--- src/rtl/pc_next_unit.sv ---
// Next-PC generator: prioritised redirects, stall buffering, sequential step.
// Optional target alignment trap enabled by defining PC_ALIGN_CHECK_EN.
module pc_next_unit #(
    parameter int unsigned      WIDTH    = 32,
    parameter int unsigned      NSRC     = 4,
    parameter logic [WIDTH-1:0] RESET_PC = '0,
    parameter int unsigned      STEP     = 4,
    parameter logic [WIDTH-1:0] TRAP_PC  = WIDTH'(32'h0000_0180)
) (
    input  logic                  clk,
    input  logic                  rst_n,
    input  logic                  stall,
    input  logic [NSRC-1:0]       src_valid,
    input  logic [NSRC*WIDTH-1:0] src_addr,
    output logic [WIDTH-1:0]      pc,
    output logic                  pc_valid,
    output logic                  redirect_pending,
    output logic [NSRC-1:0]       src_taken,
    output logic                  misalign
);

    typedef enum logic {RUN, HOLD} state_t;

    state_t           r_state;
    state_t           w_state_nxt;
    logic [WIDTH-1:0] r_pc;
    logic [WIDTH-1:0] r_pend_addr;
    logic [WIDTH-1:0] w_pc_nxt;
    logic [WIDTH-1:0] w_pc_d;
    logic [WIDTH-1:0] w_pend_addr_nxt;
    logic [WIDTH-1:0] w_tgt;
    logic [WIDTH-1:0] w_ld_addr;
    logic [NSRC-1:0]  r_pend_oh;
    logic [NSRC-1:0]  w_pend_oh_nxt;
    logic [NSRC-1:0]  w_oh;
    logic [NSRC-1:0]  r_taken;
    logic [NSRC-1:0]  w_taken_nxt;
    logic             w_any;
    logic             w_ld;
    logic             r_valid;
    logic             r_mis;
    logic             w_mis_nxt;

    // Scan downward so the lowest valid index is the last one written.
    always_comb begin
        w_any = |src_valid;
        w_oh  = '0;
        w_tgt = '0;
        for (int i = NSRC - 1; i >= 0; i--) begin
            if (src_valid[i]) begin
                w_oh    = '0;
                w_oh[i] = 1'b1;
                w_tgt   = src_addr[i*WIDTH +: WIDTH];
            end
        end
    end

    always_comb begin
        w_state_nxt     = r_state;
        w_pend_addr_nxt = r_pend_addr;
        w_pend_oh_nxt   = r_pend_oh;
        w_taken_nxt     = '0;
        w_ld            = 1'b0;
        w_ld_addr       = w_tgt;
        w_pc_nxt        = r_pc;
        if (r_valid) begin
            unique case (r_state)
                RUN: begin
                    if (!stall) begin
                        if (w_any) begin
                            w_ld        = 1'b1;
                            w_taken_nxt = w_oh;
                        end else begin
                            w_pc_nxt = r_pc + WIDTH'(STEP);
                        end
                    end else if (w_any) begin
                        w_pend_addr_nxt = w_tgt;
                        w_pend_oh_nxt   = w_oh;
                        w_state_nxt     = HOLD;
                    end
                end
                HOLD: begin
                    if (stall) begin
                        if (w_any) begin
                            w_pend_addr_nxt = w_tgt;
                            w_pend_oh_nxt   = w_oh;
                        end
                    end else begin
                        w_ld        = 1'b1;
                        w_state_nxt = RUN;
                        if (w_any) begin
                            w_taken_nxt = w_oh;
                        end else begin
                            w_ld_addr   = r_pend_addr;
                            w_taken_nxt = r_pend_oh;
                        end
                    end
                end
                default: w_state_nxt = RUN;
            endcase
        end
    end

`ifdef PC_ALIGN_CHECK_EN
    always_comb begin
        w_mis_nxt = 1'b0;
        w_pc_d    = w_pc_nxt;
        if (w_ld) begin
            if (w_ld_addr[1:0] != 2'b00) begin
                w_pc_d    = TRAP_PC;
                w_mis_nxt = 1'b1;
            end else begin
                w_pc_d = w_ld_addr;
            end
        end
    end
`else
    logic w_unused_trap;
    assign w_unused_trap = ^TRAP_PC;

    always_comb begin
        w_mis_nxt = 1'b0;
        w_pc_d    = w_ld ? w_ld_addr : w_pc_nxt;
    end
`endif

    always_ff @(posedge clk or negedge rst_n) begin
        if (!rst_n) begin
            r_state     <= RUN;
            r_pc        <= RESET_PC;
            r_pend_addr <= '0;
            r_pend_oh   <= '0;
            r_taken     <= '0;
            r_valid     <= 1'b0;
            r_mis       <= 1'b0;
        end else begin
            r_state     <= w_state_nxt;
            r_pc        <= w_pc_d;
            r_pend_addr <= w_pend_addr_nxt;
            r_pend_oh   <= w_pend_oh_nxt;
            r_taken     <= w_taken_nxt;
            r_valid     <= 1'b1;
            r_mis       <= w_mis_nxt;
        end
    end

    assign pc               = r_pc;
    assign pc_valid         = r_valid;
    assign redirect_pending = (r_state == HOLD);
    assign src_taken        = r_taken;
    assign misalign         = r_mis;

endmodule

--- config.mk ---
export PLATFORM = sky130hd
export DESIGN_NAME = pc_next_unit
export DESIGN_NICKNAME = d
export VERILOG_FILES = /design/src/rtl/pc_next_unit.sv
export SDC_FILE = /design/constraint.sdc
export NUM_CORES = 1
export LEC_CHECK = 0
export BUFFER_PORTS_ARGS = -buffer_cell sky130_fd_sc_hd__buf_2
export CAP_MARGIN = 0
export CORE_MARGIN = 2
export CORE_UTILIZATION = 45
export DETAILED_ROUTE_END_ITERATION = 7
export PLACE_DENSITY = 0.74
export SYNTH_ARGS = -nofsm -noshare
export SYNTH_HDL_FRONTEND = slang
export SYNTH_SLANG_ARGS = --single-unit
--- constraint.sdc ---
create_clock -name clk -period 3.8 [get_ports clk]
set_input_delay 0.38 -clock clk [delete_from_list [all_inputs] [get_ports clk]]
set_output_delay 0.38 -clock clk [all_outputs]
set_load 0.01 [all_outputs]
==> impl_metrics.env <==
export IMPL_worst_margin_slew_ps=989.9
export IMPL_cp_data_required_time_ps=4040
export IMPL_gp_routability_congestion=0.9466
export IMPL_wire_length_of_the_first_global_routing_pass_um=25520
export IMPL_synth_area_in_compound_gates_pct=32.39
export IMPL_finalSetupViolCount=0
export IMPL_grt_ovfl_total=0
export IMPL_insertedDiodeCount=0
export IMPL_post_cts_repair_setup_buffers=0
export IMPL_yosys_area_share_adder_pct=0.2754
export IMPL_detail_route_first_pass_iterations=5
export IMPL_cp_max_fo=7
export IMPL_yosys_warnings=0
export IMPL_setup_slack_reg_to_reg_ps=1270
export IMPL_synth_simple_area_share_pct=20.08
export IMPL_holdCritPathClass="in -> async"
export IMPL_worstPathArrival_ps=2770
export IMPL_synth_avg_cell_area_um2=8.508
export IMPL_die_w_um=104.5
export IMPL_grt_pass1_vias=4849
export IMPL_outcome="finished, final reports clean"
export IMPL_postRouteWirelength_um=16240
export IMPL_syn_num_nets=670
export IMPL_ctsResizeCount=0
export IMPL_drt_vias_per_instance=6.289
export IMPL_cts_htree_levels=3
export IMPL_power_density_nw_per_um2=388.4
export IMPL_cts_tree="yes"
export IMPL_worst_path_largest_cell_delay_ps=720
export IMPL_setup_tns_ps=0
export IMPL_synth_lib_cells_used_distinct=60
export IMPL_top_cells_by_instance_count_after_synthesis="74 x dfrtp_1, 63 x o21ai_0, 57 x nand2_1"
export IMPL_ios=174
export IMPL_synth_ff_latch_count=74
export IMPL_detailedRoute_firstIterationViolations=549
export IMPL_synth_xor_xnor_area_share_pct=0
export IMPL_r2r_end="pc[30]"
export IMPL_chipHeight_um=104.5
export IMPL_synthMuxAreaShare_pct=1.487
export IMPL_syn2layout_area_growth_pct=24.92
export IMPL_max_cap_violations=0
export IMPL_netlist_area_leader_share_pct=40.76
export IMPL_ys_seq_area_share_pct=40.76
export IMPL_cp_delay_by_family_top="simple AND/OR/NAND/NOR gates"
export IMPL_cts_root_buffer_cell="clkbuf_8"
export IMPL_setup_repair_after_global_routing_missed_its_margin="no"
export IMPL_worstPathBufferInverterCount=0
export IMPL_clock_sinks=74
export IMPL_crit_path_start_kind="register"
export IMPL_fmax_ghz=0.3953
export IMPL_crit_chain="ha_1 -> nand3_2 -> nor4_2 -> nand2_1 -> o311ai_1 -> nand3_1"
export IMPL_cts_path_max_buffers=2
export IMPL_worstSetupEndpointType="register"
export IMPL_numPortBuffers=172
export IMPL_synth_area_leaders="dfrtp_1 41%, o21ai_0 6.9%, a21oi_1 4.8%"
export IMPL_cts_hold_buf=0
export IMPL_floorplan_initialDensity_pct=46.48
export IMPL_synthFlopType="dfrtp_1"
export IMPL_post_detail_place_hpwl_um=12120
export IMPL_timing_rr_start="pc[2]"
export IMPL_core_rowCount=36
export IMPL_max_slew_margin_rel_pct=33.40
export IMPL_syn_cell_area_um2=4543
export IMPL_synth_enable_flop_cells=0
export IMPL_fillers=903
export IMPL_global_router_s_overall_resource_usage_pct=29.47
export IMPL_die_area_um2=10920
export IMPL_report_final_slew_viol_count=0
export IMPL_final_util_pct=58.06
export IMPL_ys_async_sr_fraction_pct=100.0
export IMPL_synth_most_common_cell="dfrtp_1"
export IMPL_cpMaxStageDelayCell="nor4_2"
export IMPL_worst_setup_path_category="reg -> reg"
export IMPL_worstSkewPairLatency_ps=360
export IMPL_wire_per_inst_um=19.78
export IMPL_drc=0
export IMPL_timing_final_crit_period_ps=2529
export IMPL_clkSlewWorstSetupHoldPaths_ps=80
export IMPL_core_area_um2=9774
export IMPL_dr_total_vias=5163
export IMPL_timing_hold_ws_ps=247.8
export IMPL_largest_net_degree_at_the_start_of_global_routing=75
export IMPL_cellLeakagePower_uw=0.002555
export IMPL_main_combinational_cell_family_by_area_after_synthesis="compound AO/OA/AOI/OAI gates"
export IMPL_netlist_top_cell_by_area="dfrtp_1"
export IMPL_power_ir_vdd_worst_mv=0.1624
export IMPL_placed_instance_area_um2=5472
export IMPL_timing_clock_skew_ps=8.053
export IMPL_final_layout_size_suffix_gt1_share_pct=30.96
export IMPL_final_area_um2=5675
export IMPL_worst_r2r_cell_count=6
export IMPL_num_nets_final=819
export IMPL_finalCritPeriodShare_pct=66.57
export IMPL_number_of_nets_still_failing_antenna_checks_after_routing=0
export IMPL_timing_hold_violations_final=0
export IMPL_cts_made_buffers=9
export IMPL_antenna_found_initial=0
export IMPL_netlist_instances=534
sequential cells by signal, indices dropped and copies added (netlist names):
| register | cells |
|---|---|
| r_pend_oh | 4 |
| src_taken | 4 |
| pc_valid | 1 |
| pc | 32 |
| r_pend_addr | 32 |
| redirect_pending | 1 |
routing by layer:
metal | vias to the layer above | track usage (%) | part of all wire (%)
met3 | 29 | 5.138 | 10
met1 | 2425 | 42.45 | 42
li1 | 2357 | - | -
met5 | - | 0 | 0
met2 | 352 | 44.49 | 45
met4 | 0 | 10.42 | 2.5
area by class of cell:
type,count,area [um2],share of cell area [%]
clock inverters,5,52.55,0.9259
clock buffers,11,151.4,2.668
flip-flops and latches,74,1852,32.63
repair buffers,181,928.4,16.36
well taps,133,166.4,2.932
multi-input cells,405,2480,43.69
inverters,12,45.04,0.7937
placed cells by master (no fill, tap or decap), drive strengths merged, types with 4 or more instances in the layout:
master	n
o22ai	13
and4	6
clkbuf	11
a21oi	44
o31ai	7
a221o	8
mux2	6
nor2	27
nor2b	7
buf	181
o21ai	63
inv	12
a31oi	9
nor4	7
a22oi	11
a21o	4
dfrtp	74
and3	10
or3	5
nand2	58
a221oi	19
nand4	10
nor3	14
o311ai	4
a22o	12
a211o	5
nand3	15
and2	4
worst max path at each step:
stage | slack (ps) | to | cells past startpoint | startpoint
6_report | 1270 | pc[30] | 6 | pc[2]
5_1_grt | 1120 | pc[28] | 6 | pc[2]
4_1_cts | 1310 | pc[30] | 6 | pc[2]
3_5_place_dp | 1020 | pc[29] | 6 | src_valid[0]
3_3_place_gp | 1090 | pc[30] | 6 | src_valid[0]
2_1_floorplan | 1790 | pc[26] | 6 | pc[2]
power breakdown:
part,switching [uW],internal [uW]
registers,122,905
clock network,302,336
logic,310,229
through the flow:
stage               setup WS, ps  instances  total power, uW
floorplan                   1785        534             1310
global placement            1092        805             1556
detailed placement          1016        805             1570
CTS                         1308        821             2204
global route                1119        821             2316
finish                      1271        821             2204
cell families after synthesis:
kind of cell	count (synthesis)
and+or+nand+nor	174
other	2
adders and majority gates	1
DFF	74
buffers and inverters	55
AOI/OAI and AO/OA	222
muxes	6
Note: power is estimated with default switching activity, not from simulation.
